==> config.mk <==
export PLATFORM = sky130hd
export DESIGN_NAME = program_loader
export DESIGN_NICKNAME = d
export VERILOG_FILES = /design/src/rtl/program_loader.sv
export SDC_FILE = /design/constraint.sdc
export NUM_CORES = 1
export LEC_CHECK = 0
export CAP_MARGIN = 20
export CORE_UTILIZATION = 40
export DETAILED_ROUTE_END_ITERATION = 16
export HOLD_SLACK_MARGIN = 0.08
export PLACE_DENSITY = 0.7
export SYNTH_ARGS = -nofsm -noshare
export SYNTH_HDL_FRONTEND = slang
export SYNTH_SLANG_ARGS = --single-unit
==> constraint.sdc <==
create_clock -name clock -period 3.21 [get_ports clock]
set_input_delay 0.321 -clock clock [delete_from_list [all_inputs] [get_ports clock]]
set_output_delay 0.321 -clock clock [all_outputs]
set_load 0.02 [all_outputs]
==> src/rtl/program_loader.sv <==
`timescale 1ns/1ps
// ---------------------------------------------------------------------------
// program_loader
//
// Streams a program image into the CPU instruction memory over a valid/ready
// handshake, one word per accepted beat. The CPU is held in reset for the
// whole load and released only after the final word has been written.
//
// Build option: define LOADER_CHECKSUM_EN to add a trailing checksum beat.
// The sum of all loaded words, modulo 2^DATA_WIDTH, is compared against it.
// A mismatch parks the loader in ERROR with the CPU still held in reset.
//
// Ports
//   clock       single clock, rising edge
//   reset       asynchronous, active-low; forces every output to its reset value
//   load_start  one-cycle request to begin a load (honoured in IDLE/RUN/ERROR)
//   load_len    word count minus one, sampled with load_start
//   in_valid    in_data carries a word
//   in_data     instruction word (or checksum in CHECK)
//   in_ready    loader accepts a beat this cycle
//   mem_we      instruction memory write enable, one cycle per word
//   mem_addr    write address
//   mem_wdata   write data
//   cpu_reset   active-high reset to the CPU
//   busy        a load is in progress
//   done        load completed and the CPU is running
//   error       checksum mismatch (always 0 without LOADER_CHECKSUM_EN)
// ---------------------------------------------------------------------------
module program_loader #(
  parameter int DATA_WIDTH = 16,
  parameter int ADDR_WIDTH = 8
) (
  input  logic                  clock,
  input  logic                  reset,
  input  logic                  load_start,
  input  logic [ADDR_WIDTH-1:0] load_len,
  input  logic                  in_valid,
  input  logic [DATA_WIDTH-1:0] in_data,
  output logic                  in_ready,
  output logic                  mem_we,
  output logic [ADDR_WIDTH-1:0] mem_addr,
  output logic [DATA_WIDTH-1:0] mem_wdata,
  output logic                  cpu_reset,
  output logic                  busy,
  output logic                  done,
  output logic                  error
);

  localparam logic [ADDR_WIDTH-1:0] ADDR_ONE = {{(ADDR_WIDTH-1){1'b0}}, 1'b1};

  typedef enum logic [2:0] {
    ST_IDLE  = 3'd0,
    ST_LOAD  = 3'd1,
    ST_FLUSH = 3'd2,
`ifdef LOADER_CHECKSUM_EN
    ST_CHECK = 3'd4,
    ST_ERROR = 3'd5,
`endif
    ST_RUN   = 3'd3
  } state_t;

  state_t                state_reg, state_next;
  logic [ADDR_WIDTH-1:0] ptr_reg, ptr_next;
  logic [ADDR_WIDTH-1:0] len_reg, len_next;
  logic                  mem_we_reg, mem_we_next;
  logic [ADDR_WIDTH-1:0] mem_addr_reg, mem_addr_next;
  logic [DATA_WIDTH-1:0] mem_wdata_reg, mem_wdata_next;
  logic                  start_load;
`ifdef LOADER_CHECKSUM_EN
  logic [DATA_WIDTH-1:0] sum_reg, sum_next;
`endif

  // Next-state and Moore outputs. Status outputs decode the state register
  // directly, so an asynchronous reset forces them at once.
  always_comb begin
    state_next     = state_reg;
    ptr_next       = ptr_reg;
    len_next       = len_reg;
    mem_we_next    = 1'b0;
    mem_addr_next  = mem_addr_reg;
    mem_wdata_next = mem_wdata_reg;
`ifdef LOADER_CHECKSUM_EN
    sum_next       = sum_reg;
`endif
    start_load     = 1'b0;
    in_ready       = 1'b0;
    busy           = 1'b0;
    done           = 1'b0;
    cpu_reset      = 1'b1;
    error          = 1'b0;

    case (state_reg)
      ST_IDLE: begin
        start_load = load_start;
      end

      ST_LOAD: begin
        in_ready = 1'b1;
        busy     = 1'b1;
        if (in_valid) begin
          mem_we_next    = 1'b1;
          mem_addr_next  = ptr_reg;
          mem_wdata_next = in_data;
`ifdef LOADER_CHECKSUM_EN
          sum_next       = sum_reg + in_data;
`endif
          // The last beat leaves LOAD without bumping the pointer, so a
          // full-depth image never wraps back to address 0.
          if (ptr_reg == len_reg) begin
`ifdef LOADER_CHECKSUM_EN
            state_next = ST_CHECK;
`else
            state_next = ST_FLUSH;
`endif
          end else begin
            ptr_next = ptr_reg + ADDR_ONE;
          end
        end
      end

      // Gives the final memory write its cycle before the CPU is released.
      ST_FLUSH: begin
        busy       = 1'b1;
        state_next = ST_RUN;
      end

      ST_RUN: begin
        cpu_reset  = 1'b0;
        done       = 1'b1;
        start_load = load_start;
      end

`ifdef LOADER_CHECKSUM_EN
      // The checksum beat is consumed here and never written to memory.
      ST_CHECK: begin
        in_ready = 1'b1;
        busy     = 1'b1;
        if (in_valid) begin
          state_next = (in_data == sum_reg) ? ST_RUN : ST_ERROR;
        end
      end

      ST_ERROR: begin
        error      = 1'b1;
        start_load = load_start;
      end
`endif

      default: begin
        state_next = ST_IDLE;
      end
    endcase

    if (start_load) begin
      state_next = ST_LOAD;
      len_next   = load_len;
      ptr_next   = '0;
`ifdef LOADER_CHECKSUM_EN
      sum_next   = '0;
`endif
    end
  end

  always_ff @(posedge clock or negedge reset) begin
    if (!reset) begin
      state_reg     <= ST_IDLE;
      ptr_reg       <= '0;
      len_reg       <= '0;
      mem_we_reg    <= 1'b0;
      mem_addr_reg  <= '0;
      mem_wdata_reg <= '0;
`ifdef LOADER_CHECKSUM_EN
      sum_reg       <= '0;
`endif
    end else begin
      state_reg     <= state_next;
      ptr_reg       <= ptr_next;
      len_reg       <= len_next;
      mem_we_reg    <= mem_we_next;
      mem_addr_reg  <= mem_addr_next;
      mem_wdata_reg <= mem_wdata_next;
`ifdef LOADER_CHECKSUM_EN
      sum_reg       <= sum_next;
`endif
    end
  end

  assign mem_we    = mem_we_reg;
  assign mem_addr  = mem_addr_reg;
  assign mem_wdata = mem_wdata_reg;

endmodule

**After elaboration in Yosys (flattened, before gate mapping)**

Cells that the tools add are included.

- Flip-flop bits (word level): 44
- Input bits: 28
- Output and inout bits: 30
- Word-level logic and storage cells: 38

- Add/sub/neg operators: 1
- Eq/ne operators: 8
- Muxes and demuxes: 15
- Reductions and logical operators: 8

Operator list:

| kind | number |
|---|---|
| $mux 8 | 4 |
| $mux 3 | 3 |
| $pmux 3 s3 | 1 |
| $add 8x1->8 const B | 1 |
| $eq 8x8->1 | 1 |
| $mux 1 | 7 |
| $eq 3x2->1 const B | 2 |
| $ne 3x3->1 const B | 2 |
| $reduce_and 3->1 | 2 |
| $reduce_bool 2->1 | 2 |
| $reduce_or 2->1 | 2 |
| $eq 3x1->1 const B | 1 |
| $logic_not 3->1 | 1 |
| $ne 2x1->1 const B | 1 |
| $ne 2x2->1 const B | 1 |
| $reduce_and 2->1 | 1 |

**Logic depth before layout (Yosys ltp)**

- Depth after elaboration: 5
- Depth in mapped cells: 7
- Depth with buffers taken out: 7

**Least setup slack after synthesis**

No wires, ideal clock.

- Path kind: register to register
- Start point: register state_reg[1]
- End point: register mem_wdata_reg[0], in the netlist mem_wdata[0]
- Library setup time: 125 ps
- Arrival time: 1808 ps
- Required time: 3085 ps
- Slack: 1278 ps
- Cell stages (with the launch flop): 7
- Path buffers: 1
- Period minus slack after synthesis: 1932 ps
- Path through: dfrtp_1 > inv_1 > ha_1 > nand2_1 > inv_2 > buf_2 > mux2_2

- Longest elaborated chain between the ends: 2

Ends and longest elaborated chain:

| what | RTL line | RTL |
|---|---|---|
| start: declaration | 62 | `state_t state_reg, state_next;` |
| start signal: assignment | 176 | `state_reg <= state_next;` |
| $eq 3x1->1 | 92 | `case (state_reg)` |
| $reduce_and 2->1 (no source line) | n/a |  |
| end signal: assignment | 181 | `mem_wdata_reg <= mem_wdata_next;` |
| end: declaration | 67 | `logic [DATA_WIDTH-1:0] mem_wdata_reg, mem_wdata_next;` |

Every way passes these cells.
A chain may end at the register's enable or synchronous reset.

**Worst setup path after layout**

- Start point: register state_reg[0]
- End point: output busy

- Longest elaborated chain between the ends: 3
- Elaborated cells between the ends (all ways): 4
- Those cells by class: 2 x eq/ne; 1 x mux; 1 x reduce/logical

Ends and longest elaborated chain:

| what | RTL line | RTL |
|---|---|---|
| $eq 3x1->1 / $eq 3x2->1 (equally long branches) | 92 |  |
| $reduce_or 2->1 (no source line) * | n/a |  |
| $mux 1 * | 92 |  |
| end: declaration | 44 | `output logic busy,` |

Every way passes the cells marked *; elsewhere a longest branch is shown, timed or not.

==> summary.md <==
| Metric | Value |
|---|---|
| Post-place setup slack | `1110 ps` |
| Leakage | `1.20 nW` |
| Mapped Area | `1940 µm²` |
| Deepest clock path buffer count | `2` |
| Vias in the first global route | `1,546` |
| Grt total ovfl | `0` |
| Synth Flop Type | `dfrtp_1` |
| Reg2Reg Depth | `4` |
| Routed Antenna Nets | `0` |
| Setup crit end kind | `output port` |
| Distinct cells, synth | `24` |
| Critical Path RT | `2890 ps` |
| Die height | `71.6 µm` |
| Core area | `4500 µm²` |
| Via Count | `1,379` |
| Synth Instances | `153` |
| Fill count | `401` |
| Slew Limit Headroom | `0.384` |
| Overall power | `0.00217 W` |
| PortBufs | `56` |
| GRT Overall Usage | `0.177` |
| Crit Path Class | `flip-flop to output port` |
| Ys Warns | `0` |
| GP Congestion | `0.768` |
| Highest ir drop seen on vdd | `0.455 mV` |
| Critical path startpoint | `state_reg[0]` |
| Largest register FFs | `16` |
| Final WS setup | `1080 ps` |
| Initial antenna violation count | `0` |
| Post-CTS setup buffer count | `0` |
| Post-route minimum period | `2130 ps` |
| Routed length per instance | `15.2 µm` |
| Fin Setup TNS | `0 ps` |
| Arrival time worst endpoint | `1810 ps` |
| Register area share after synthesis | `0.555` |
| Seq cells post-synth | `43` |
| Via-per-instance ratio | `5.22` |
| Final count of pins violating max slew | `0` |
| # rows | `24` |
| Highest Clock Rate | `0.469 GHz` |
| EDFF count, synth | `0` |
| Worst Tran Pin Value | `924 ps` |
| # IOs | `58` |
| CP Launch Type | `flip-flop` |
| Outcome | `finished clean` |
| Asr flop ratio synth | `1.00` |
| Fraction of layout cells with a size suffix above 1 | `0.193` |
| CTS buffer count | `5` |
| Die Wd | `71.6 µm` |
| Final Cycle Share | `0.665` |
| DIE AREA | `5130 µm²` |
| H-tree depth | `2` |
| Non-filler cells, final | `264` |
| Worst reg2reg setup slack | `1180 ps` |
| Max-cap violations | `0` |
| Clk root buf | `clkbuf_8` |
| CTS tree | `done` |
| Hold WC Path Type | `primary input to asynchronous set/reset pin` |
| Largest net degree at the start of global routing | `44` |
| CTS clk-pin slew, worst paths | `80 ps` |
| Final nets | `243` |
| Crit path max fanout | `5` |
| HPWL after detailed placement | `2850 µm` |
| First-pass GRT wire length | `6940 µm` |
| First-pass DRT Iterations | `4` |
| Syn avg cell area | `12.7 µm²` |
| DRC viols | `0` |
| Final setup viols | `0` |
| Final WL | `4010 µm` |
| Final Hold Viols | `0` |
| Dpl cells | `256` |
| Starting Density | `0.431` |
| Clk_skew | `6.44 ps` |
| Syn_nets | `185` |
| Worst R2R End | `state_reg[0]` |
| P&R area growth vs syn | `34.9%` |
| # diodes | `0` |
| RSZ-0062 raised after global routing | `no` |
| Reg2Reg Launch Point | `ptr_reg[4]` |
| Post_cts resized | `0` |
| Clk Latency, worst-skew pair | `290 ps` |
| CTS sink cnt | `43` |
| Power Density | `829 nW/µm²` |
| CTS Hold Bufs | `0` |
| 1st-iter DRT viols | `54` |
==> layout make-up <==
type,instances,area (µm²),area share
flip-flops and latches,43,1080,0.411
multi-input cells,100,820,0.313
repair buffers,56,556,0.212
clock buffers,7,76.3,0.0292
well taps,52,65.1,0.0249
inverters,5,18.8,0.00717
clock inverters,1,5.00,0.00191
==> power by group <==
group | internal, W | total [W] | switching [W] | leakage, nW
clock | 0.000153 | 0.000327 | 0.000174 | 0.0422
combinational | 0.000518 | 0.000999 | 0.000482 | 0.611
sequential | 0.000725 | 0.000843 | 0.000118 | 0.544
total | 0.00139 | 0.00217 | 0.000774 | 1.20
==> logic make-up (layout without fill, tap and decap cells) <==
group / count (synthesis) / count (layout) / synth area share
multiplexers: 39 / 39 / 0.221
AO/OA/AOI/OAI: 12 / 12 / 0.0387
adder cells (fa/ha/maj): 4 / 4 / 0.0258
AND/OR/NAND/NOR: 36 / 36 / 0.0987
buffers and inverters: 10 / 69 / 0.0226
other: 1 / 1 / 0.00193
XOR/XNOR: 8 / 8 / 0.0361
flip-flops: 43 / 43 / 0.555
==> per-stage QoR <==
stage          hold slack, ps  utilization  instance area, µm²
4_1_cts                   200        0.581                2620
3_5_place_dp              472        0.563                2530
2_1_floorplan            25.4            -                1940
6_report                  152        0.581                2620
3_3_place_gp              463        0.563                2530
5_1_grt                   238        0.581                2620
==> critical path, stage by stage (launching register included) <==
cell and delay [ps]:
dfrtp_1 420, inv_1 70, ha_1 350, inv_1 90
clkdlybuf4s50_1 600
==> synthesized netlist by cell type (3+ instances only) <==
master,n,area [µm²]
dfrtp_1,43,1080
mux2_2,31,349
nand2_1,14,52.6
mux2i_1,8,80.1
xor2_1,8,70.1
a21oi_1,7,35.0
nand2b_1,7,43.8
nand3_1,5,25.0
ha_1,4,50.1
inv_1,4,15.0
and3_1,3,18.8
==> layer usage <==
layer | GRT usage | wire length, µm | up-vias
li1 | - | - | 640
met1 | 0.207 | 1640 | 681
met3 | 0.0703 | 274 | 9
met5 | 0 | 0 | -
met2 | 0.289 | 2000 | 49
met4 | 0.0719 | 97 | 0
==> how the worst max path moves through the flow <==
stage	end	slack, ps	cells after the start
global route	busy	960	4
detailed placement	ptr_reg[2]	1110	6
floorplan	mem_wdata[0]	1280	6
CTS	busy	1050	4
global placement	ptr_reg[2]	1220	6
finish	busy	1080	4
==> placed cells by master (no fill, tap or decap) <==
master	count
conb_1	1
mux2_2	31
nor2_1	2
nand3_1	5
nand2_1	14
clkdlybuf4s50_1	55
mux2i_1	8
a41o_1	1
dfrtp_1	43
ha_1	4
xor2_1	8
nand2b_1	7
a211oi_1	1
clkbuf_8	5
buf_2	1
a21o_1	2
o211ai_1	1
and3_1	3
nand4_1	1
nor2b_1	2
inv_1	4
clkbuf_1	2
clkinv_2	1
a21oi_1	7
inv_2	1
nor4_2	2
(Power assumes the default switching activity.)
